==> src/rtl/instr_issue_pkg.sv <==
// Shared opcode encoding and decode helpers for the instruction issue controller.
// Values 6 and 7 are unused encodings and are treated as illegal.
package instr_issue_pkg;

    typedef enum logic [2:0] {
        ADD = 3'd0,
        SUB = 3'd1,
        AND = 3'd2,
        OR  = 3'd3,
        XOR = 3'd4,
        MUL = 3'd5
    } opcode_e;

    function automatic logic is_legal(input logic [2:0] op);
        return op <= 3'(MUL);
    endfunction

    function automatic logic is_mul(input logic [2:0] op);
        return op == 3'(MUL);
    endfunction

endpackage

==> src/rtl/instr_issue_scoreboard.sv <==
// Per-register busy bits: one set port, one clear port, three combinational read ports.
// Set wins over clear on the same register; the top never requests both.
module instr_issue_scoreboard #(
    parameter  int NUM_REGS = 8,
    localparam int REG_W    = $clog2(NUM_REGS)
) (
    input  logic             clk,
    input  logic             rst,
    input  logic             set_i,
    input  logic [REG_W-1:0] set_idx_i,
    input  logic             clr_i,
    input  logic [REG_W-1:0] clr_idx_i,
    input  logic [REG_W-1:0] rd0_idx_i,
    input  logic [REG_W-1:0] rd1_idx_i,
    input  logic [REG_W-1:0] rd2_idx_i,
    output logic             rd0_busy_o,
    output logic             rd1_busy_o,
    output logic             rd2_busy_o
);

    logic [NUM_REGS-1:0] busy_q;
    logic [NUM_REGS-1:0] busy_d;

    always_comb begin
        busy_d = busy_q;
        if (clr_i) busy_d[clr_idx_i] = 1'b0;
        if (set_i) busy_d[set_idx_i] = 1'b1;
    end

    always_ff @(posedge clk or posedge rst) begin
        if (rst) busy_q <= '0;
        else     busy_q <= busy_d;
    end

    assign rd0_busy_o = busy_q[rd0_idx_i];
    assign rd1_busy_o = busy_q[rd1_idx_i];
    assign rd2_busy_o = busy_q[rd2_idx_i];

endmodule

==> src/rtl/instr_issue_ctrl.sv <==
// Issue controller: hazard-checked accept, registered issue strobes, shared writeback arbitration.
// MUL support is built only when INSTR_ISSUE_MUL_EN is defined; otherwise MUL is dropped as illegal.
module instr_issue_ctrl
    import instr_issue_pkg::*;
#(
    parameter  int NUM_REGS    = 8,
    parameter  int MUL_LATENCY = 4,
    parameter  int STALL_W     = 16,
    localparam int REG_W       = $clog2(NUM_REGS)
) (
    input  logic               clk,
    input  logic               rst,
    input  logic               in_valid,
    output logic               in_ready,
    input  logic [2:0]         in_opcode,
    input  logic [REG_W-1:0]   in_op1,
    input  logic [REG_W-1:0]   in_op2,
    input  logic [REG_W-1:0]   in_dest,
    output logic               alu_issue,
    output logic               mul_issue,
    output logic [2:0]         iss_opcode,
    output logic [REG_W-1:0]   iss_op1,
    output logic [REG_W-1:0]   iss_op2,
    output logic [REG_W-1:0]   iss_dest,
    output logic               wb_valid,
    output logic [REG_W-1:0]   wb_dest,
    output logic               wb_unit,
    output logic               illegal,
    output logic [STALL_W-1:0] stall_cnt
);

    logic               busy_op1, busy_op2, busy_dest;
    logic               is_alu_op, is_mul_op;
    logic               unit_conflict, accept;
    logic               go_alu, go_mul, go_ill;
    logic               mul_wb_now;
    logic [REG_W-1:0]   mul_dest;

    logic               alu_issue_q, mul_issue_q, illegal_q;
    logic [2:0]         iss_opcode_q;
    logic [REG_W-1:0]   iss_op1_q, iss_op2_q, iss_dest_q;
    logic               wb_valid_q, wb_unit_q;
    logic [REG_W-1:0]   wb_dest_q;
    logic [STALL_W-1:0] stall_q, stall_d;

    assign is_alu_op = is_legal(in_opcode) & ~is_mul(in_opcode);

`ifdef INSTR_ISSUE_MUL_EN
    // resv_q[k] marks that the MUL owns the writeback port k cycles from now.
    logic [MUL_LATENCY:1] resv_q;
    logic                 mul_busy_q;
    logic [REG_W-1:0]     mul_dest_q;

    assign is_mul_op     = is_mul(in_opcode);
    assign unit_conflict = (is_alu_op & resv_q[2]) | (is_mul_op & mul_busy_q);
    assign mul_wb_now    = resv_q[1];
    assign mul_dest      = mul_dest_q;

    always_ff @(posedge clk or posedge rst) begin
        if (rst) begin
            resv_q     <= '0;
            mul_busy_q <= 1'b0;
            mul_dest_q <= '0;
        end else begin
            resv_q <= {go_mul, resv_q[MUL_LATENCY:2]};
            if (go_mul) begin
                mul_busy_q <= 1'b1;
                mul_dest_q <= in_dest;
            end else if (wb_valid_q && wb_unit_q) begin
                mul_busy_q <= 1'b0;
            end
        end
    end
`else
    assign is_mul_op     = 1'b0;
    assign unit_conflict = 1'b0;
    assign mul_wb_now    = 1'b0;
    assign mul_dest      = '0;
`endif

    assign in_ready = ~rst & ~busy_op1 & ~busy_op2 & ~busy_dest & ~unit_conflict;
    assign accept   = in_valid & in_ready;
    assign go_alu   = accept & is_alu_op;
    assign go_mul   = accept & is_mul_op;
    assign go_ill   = accept & ~is_alu_op & ~is_mul_op;

    instr_issue_scoreboard #(.NUM_REGS(NUM_REGS)) u_sb (
        .clk        (clk),
        .rst        (rst),
        .set_i      (go_alu | go_mul),
        .set_idx_i  (in_dest),
        .clr_i      (wb_valid_q),
        .clr_idx_i  (wb_dest_q),
        .rd0_idx_i  (in_op1),
        .rd1_idx_i  (in_op2),
        .rd2_idx_i  (in_dest),
        .rd0_busy_o (busy_op1),
        .rd1_busy_o (busy_op2),
        .rd2_busy_o (busy_dest)
    );

    always_comb begin
        stall_d = stall_q;
        if (in_valid && !in_ready && stall_q != {STALL_W{1'b1}})
            stall_d = stall_q + 1'b1;
    end

    always_ff @(posedge clk or posedge rst) begin
        if (rst) begin
            alu_issue_q  <= 1'b0;
            mul_issue_q  <= 1'b0;
            illegal_q    <= 1'b0;
            iss_opcode_q <= '0;
            iss_op1_q    <= '0;
            iss_op2_q    <= '0;
            iss_dest_q   <= '0;
            wb_valid_q   <= 1'b0;
            wb_unit_q    <= 1'b0;
            wb_dest_q    <= '0;
            stall_q      <= '0;
        end else begin
            alu_issue_q <= go_alu;
            mul_issue_q <= go_mul;
            illegal_q   <= go_ill;
            if (go_alu || go_mul) begin
                iss_opcode_q <= in_opcode;
                iss_op1_q    <= in_op1;
                iss_op2_q    <= in_op2;
                iss_dest_q   <= in_dest;
            end
            // ALU and MUL slots are disjoint by construction of the reservation check.
            wb_valid_q <= alu_issue_q | mul_wb_now;
            wb_unit_q  <= ~alu_issue_q & mul_wb_now;
            wb_dest_q  <= alu_issue_q ? iss_dest_q : mul_dest;
            stall_q    <= stall_d;
        end
    end

    assign alu_issue  = alu_issue_q;
    assign mul_issue  = mul_issue_q;
    assign illegal    = illegal_q;
    assign iss_opcode = iss_opcode_q;
    assign iss_op1    = iss_op1_q;
    assign iss_op2    = iss_op2_q;
    assign iss_dest   = iss_dest_q;
    assign wb_valid   = wb_valid_q;
    assign wb_unit    = wb_unit_q;
    assign wb_dest    = wb_dest_q;
    assign stall_cnt  = stall_q;

endmodule

==> config.mk <==
export PLATFORM = sky130hd
export DESIGN_NAME = instr_issue_ctrl
export DESIGN_NICKNAME = d
export VERILOG_FILES = /design/src/rtl/instr_issue_pkg.sv /design/src/rtl/instr_issue_scoreboard.sv /design/src/rtl/instr_issue_ctrl.sv
export SDC_FILE = /design/constraint.sdc
export NUM_CORES = 1
export LEC_CHECK = 0
export CORE_MARGIN = 2
export CORE_UTILIZATION = 35
export CTS_BUF_LIST = sky130_fd_sc_hd__clkbuf_16
export DETAILED_ROUTE_END_ITERATION = 10
export PLACE_DENSITY = 0.58
export SLEW_MARGIN = 0
export SYNTH_ARGS = -nofsm -noshare
export SYNTH_HDL_FRONTEND = slang
export SYNTH_SLANG_ARGS = --single-unit
==> constraint.sdc <==
create_clock -name clk -period 2.1 [get_ports clk]
set_input_delay 0.315 -clock clk [delete_from_list [all_inputs] [get_ports clk]]
set_output_delay 0.315 -clock clk [all_outputs]
set_load 0.005 [all_outputs]
After elaboration in Yosys (flattened, before gate mapping)
Cells that the tools add are included.

storage, ports and cells
  memory bits (writable) = 0
  output and inout port bits = 37
  memories kept = 0
  latch bits = 0
  ROM bits = 0
  register bits after elaboration = 42
  word-level logic and storage cells = 54
  input port bits = 15

cells by class
  div/mod/pow operators = 0
  eq/ne operators = 2
  shift-type cells = 0
  $mul = 0
  bitwise gates (word level) = 16
  add/sub/neg operators = 1
  muxes and demuxes = 13
  order comparisons = 7
  reductions and logical operators = 5

operator list
  operator                                                            count
  adder 16 x 1 -> 16 bit (second input constant)                      1
  < comparator 3 x 4 -> 1 bit (second input constant)                 4
  two-way mux 8 bit                                                   2
  inequality test 16 bit (second input constant)                      1
  binary-select mux 1 bit (select 3 bit)                              3
  AND 8 bit                                                           1
  inverter 8 bit                                                      1
  bitwise OR 8 bit                                                    1
  AND 1 bit                                                           7
  demux 1 bit (select 3 bit)                                          2
  greater-or-equal comparator 3 x 1 -> 1 bit (second input constant)  2
  inverter 1 bit                                                      6
  two-way mux 1 bit                                                   5
  logical AND 1 bit                                                   4
  equality test 3 bit (second input constant)                         1
  less-or-equal comparator 3 bit (second input constant)              1
  two-way mux 3 bit                                                   1
  zero test 1 bit                                                     1

Longest topological paths before layout
  word-level depth = 9
  mapped depth = 9
  gate-level depth less buffers = 6

Cells and area by module
A second synthesis with hierarchy kept.

unflattened totals
  cell total of the unflattened synthesis = 161
  area total of the unflattened synthesis = 2117.0 sq um

by module, submodules not included
  module                  sequential area each (sq um)  area an instance (sq um)  instances  cells each
  instr_issue_ctrl        850.8                         1540.2                    1          121
  instr_issue_scoreboard  200.2                         576.8                     1          40

Worst setup path after synthesis
No wires, ideal clock.

  kind = in2reg
  start = input port in_dest[2]
  end = register iss_op1_q[0], in the netlist iss_op1[0]
  data arrival time = 1.995 ns
  stages = 9
  setup time = 0.125 ns
  buffers on the path = 3
  slack = -0.020 ns
  data required time = 1.975 ns
  cells stage by stage = buf_6 -> mux2_1 -> a221oi_2 -> o2111ai_2 -> or2_1 -> buf_6 -> clkinv_4 -> buf_8 -> mux2_4

on the way
  cells in the longest elaborated chain, start to end = 6

ends and longest elaborated chain
  item                                     RTL line                      text
  start: declaration                       instr_issue_ctrl.sv:18        input logic [REG_W-1:0] in_dest,
  binary-select mux 1 bit (select 3 bit)   instr_issue_scoreboard.sv:37  assign rd2_busy_o = busy_q[rd2_idx_i];
  two-way mux 1 bit (not written as such)  instr_issue_scoreboard.sv:37
  inverter 1 bit                           instr_issue_ctrl.sv:81        assign in_ready = ~rst & ~busy_op1 & ~busy_op2 & ~busy_dest & ~unit_conflict;
  AND 1 bit                                instr_issue_ctrl.sv:81
  AND 1 bit                                instr_issue_ctrl.sv:82        assign accept = in_valid & in_ready;
  AND 1 bit                                instr_issue_ctrl.sv:83        assign go_alu = accept & is_alu_op;
  named net go_alu                         instr_issue_ctrl.sv:35        logic go_alu, go_mul, go_ill;
  end signal: assignment                   instr_issue_ctrl.sv:127       iss_op1_q <= in_op1;
  end: declaration                         instr_issue_ctrl.sv:41        logic [REG_W-1:0] iss_op1_q, iss_op2_q, iss_dest_q;

The timed path passes the listed nets, and every way through them passes these cells. The select of a mux whose other input is x is not followed.
A chain may end at the register's enable or synchronous reset.

Worst setup path after layout
  start = register u_sb.busy_q[7]
  end = register iss_op2_q[0], in the netlist iss_op2[0]

on the way
  cells in the longest elaborated chain, start to end = 8
  elaborated cells on any way between the ends = 14
  classes of those cells = mux (6); bitwise (8)

ends and longest elaborated chain
  item                                     RTL line                      text
  start: declaration                       instr_issue_scoreboard.sv:21  logic [NUM_REGS-1:0] busy_q;
  start signal: assignment                 instr_issue_scoreboard.sv:32  else busy_q <= busy_d;
  binary-select mux 1 bit (select 3 bit)   instr_issue_scoreboard.sv:35  assign rd0_busy_o = busy_q[rd0_idx_i];
  two-way mux 1 bit (not written as such)  instr_issue_scoreboard.sv:35
  inverter 1 bit                           instr_issue_ctrl.sv:81
  AND 1 bit (2 in series)                  instr_issue_ctrl.sv:81
  AND 1 bit (*)                            instr_issue_ctrl.sv:81
  AND 1 bit (*)                            instr_issue_ctrl.sv:82
  AND 1 bit (*)                            instr_issue_ctrl.sv:83
  end signal: assignment                   instr_issue_ctrl.sv:128       iss_op2_q <= in_op2;
  end: declaration                         instr_issue_ctrl.sv:41

Every way passes the cells marked *; elsewhere a longest branch is shown, timed or not. The select of a mux whose other input is x is not followed.

==> results.yml <==
detailed_routing:
  wire_per_inst_um: 14.9
  drc: 0
  ant_nets: 0
  drt-total-wl_um: 5010
  num_vias: 1688
  vias_per_cell: 5.01
  first_iter_violations: 61
  firstDrtPassIters: 4
critical_path:
  reg2reg_depth: 6
  required_ns: 2.27
  critPathCaptureType: "flip-flop"
  startpoint_type: "flip-flop"
  r2r_slack_ns: -0.08
  r2r-start: "u_sb.busy_q[7]"
  crit_arrival_ns: 2.35
  crit_fanout: 9
  worstSetupPathType: "flip-flop to flip-flop"
  rr_endpoint: "iss_op2[0]"
status:
  violations: "negative setup slack"
  run_status: "finished, violations left"
sta:
  worst_slack_ns: -0.0793
  rsz0062_at_grt: "true"
  hold_viol: 0
  max_freq_ghz: 0.459
  drv_slew: 0
  fin_tns_setup_ns: -0.616
  tightest_slew_ns: 0.533
  min_period_ns: 2.18
  relSlewSlack: 0.644
  finClkSkew_ns: 0.00594
  period_share: 1.04
  setup_viol: 15
min_path:
  holdPathStages: 0
  holdPathEnd: "wb_valid"
  worstHoldStart: "alu_issue"
  hp-class: "flip-flop to flip-flop"
yosys:
  async_flop_share: 1.00
  yosysUniqueCellTypes: 39
  synth_edf_count: 0
  syn_area_per_cell_um2: 11.3
  netlist_area_um2: 2110
  ys_warn_count: 0
  ys_seq_area_frac: 0.498
  ys_dominant_reg_cell: "dfrtp_1"
  ys_ff_latch: 42
  netlist_instances: 186
die:
  coreArea_um2: 5890
  fp.dieH_um: 81.7
  die-area_um2: 6670
  placementRows: 28
  pin_count: 52
  initial_utilization: 0.359
  die_w_um: 81.7
layout:
  syn2layout_area_growth_pct: 44.6
  final_area_um2: 3050
  layout-drive-gt1-share: 0.248
  nets: 277
  mostFrequentLayoutCells: "clkdlybuf4s50_1 (44), dfrtp_1 (42), buf_4 (25), xnor2_1 (13), nand4_1 (12)"
  nFillCells: 543
  n_antenna_cell: 0
  multi_input_area_um2: 1020
  final_common_cell: "clkdlybuf4s50_1"
  regArea_um2: 1050
power:
  peakVddDrop_mv: 0.521
  leakagePower_nw: 1.30
  power_density_nw_per_um2: 850
  total_power_mw: 2.59
global_routing:
  grtUsageTotal: 0.163
  antenna_found_initial: 0
  overflow: 0
  grt_max_degree: 43
  grt_pass1_wl_um: 8140
  grt_pass1_vias: 1664
clock_network:
  clk_root_buffer_cell: "clkbuf_16"
  clockBufferDepth: 2
  cts_buffers: 5
  clk_latency_ns: 0.28
  clkTransAtPathRegs_ns: 0.06
  postCtsHoldBufs: 0
  cts.sinks: 42
  htreeDepth: 2
  cts_tree: "yes"
flow_run:
  cap_violations: 0
place:
  gp_congestion: 0.762
  dp_hpwl_um: 3550
  dpl_cell_area_um2: 2810
  io_buffers: 49
what timing repair did:
action	CTS	global route
pin swaps	2	1
buffers inserted	3	0
gates cloned	0	0
setup endpoints to repair	26	32
gates resized for setup	15	14
power by group:
part           internal (mW)  switching (mW)
sequential             0.966           0.138
clock                  0.440           0.324
combinational          0.481           0.245
synthesized netlist by cell type, drive strengths merged (2+ instances only):
| library cell | number | area (um^2) |
|---|---|---|
| mux4 | 3 | 67.6 |
| o21ai | 9 | 45.0 |
| clkbuf | 2 | 7.51 |
| or3 | 2 | 12.5 |
| and4 | 2 | 17.5 |
| nand2 | 11 | 41.3 |
| and2 | 4 | 25.0 |
| dfrtp | 42 | 1050 |
| inv | 6 | 22.5 |
| mux2 | 13 | 161 |
| mux2i | 5 | 50.1 |
| nand2b | 4 | 25.0 |
| nand4 | 12 | 75.1 |
| nor2b | 3 | 18.8 |
| or2 | 2 | 12.5 |
| a221oi | 3 | 32.5 |
| nor2 | 11 | 41.3 |
| and3 | 5 | 31.3 |
| nand3 | 11 | 55.1 |
| a32o | 5 | 50.1 |
| xnor2 | 13 | 114 |
| buf | 8 | 70.1 |
how the worst max path moves through the flow:
| stage | from | to | slack, ns | cells after the start |
|---|---|---|---|---|
| after CTS | u_sb.busy_q[7] | iss_op2[0] | -0.09 | 6 |
| after detailed placement | in_op2[1] | in_ready | -0.60 | 6 |
| after floorplan | in_dest[2] | iss_op1[0] | 0.02 | 9 |
| final | u_sb.busy_q[7] | iss_op2[0] | -0.08 | 6 |
| after global routing | u_sb.busy_q[7] | iss_dest[0] | -0.15 | 6 |
| after global placement | in_op2[1] | in_ready | -0.57 | 6 |
layout make-up:
cell class | instances | share of cell area
Timing Repair Buffer | 77 | 0.231
Tap cell | 75 | 0.0307
Clock buffer | 5 | 0.0410
Sequential cell | 42 | 0.344
Multi-Input combinational cell | 128 | 0.333
Clock inverter | 3 | 0.00697
Inverter | 7 | 0.0127
critical path, cell delays in order, from the launching register on:
cell and delay [ns]:
dfrtp_1 0.42, mux4_2 0.47, mux2i_1 0.18, o2111ai_2 0.24, or2_4 0.33, clkinv_8 0.08, mux2_2 0.33
per-stage QoR:
stage | util | hold slack (ns) | cells | setup WS [ns]
2_1_floorplan | - | 0.412 | 187 | 0.0155
3_3_place_gp | 0.477 | 0.430 | 326 | -0.570
3_5_place_dp | 0.477 | 0.443 | 326 | -0.603
4_1_cts | 0.511 | 0.456 | 337 | -0.0946
5_1_grt | 0.519 | 0.480 | 337 | -0.151
6_report | 0.519 | 0.447 | 337 | -0.0793
cell families (layout without fill, tap and decap cells):
kind of cell / count (synthesis) / in the layout / share of synthesized area
xor gates and xnor gates: 13 / 13 / 0.0539
DFF: 42 / 42 / 0.498
AOI/OAI and AO/OA: 23 / 23 / 0.0859
buffers and inverters: 17 / 92 / 0.0516
muxes: 21 / 21 / 0.132
other: 1 / 2 / 0.00178
adders and majority gates: 1 / 1 / 0.00593
and+or+nand+nor: 68 / 68 / 0.171
per-layer routing:
metal	share of wire	routed length, um	global-route usage
met2	0.47	2360	0.266
met3	0.045	226	0.0374
met1	0.47	2380	0.216
met4	0.010	50	0.0550
met5	0	0	0
state kept, by name, indices dropped and copies added, names as in the netlist:
signal and count:
wb_valid 1, alu_issue 1, iss_opcode 3, u_sb.busy_q 8, iss_dest 3, iss_op2 3
iss_op1 3, wb_dest 3, illegal 1, stall_cnt 16
(Power assumes the default switching activity.)
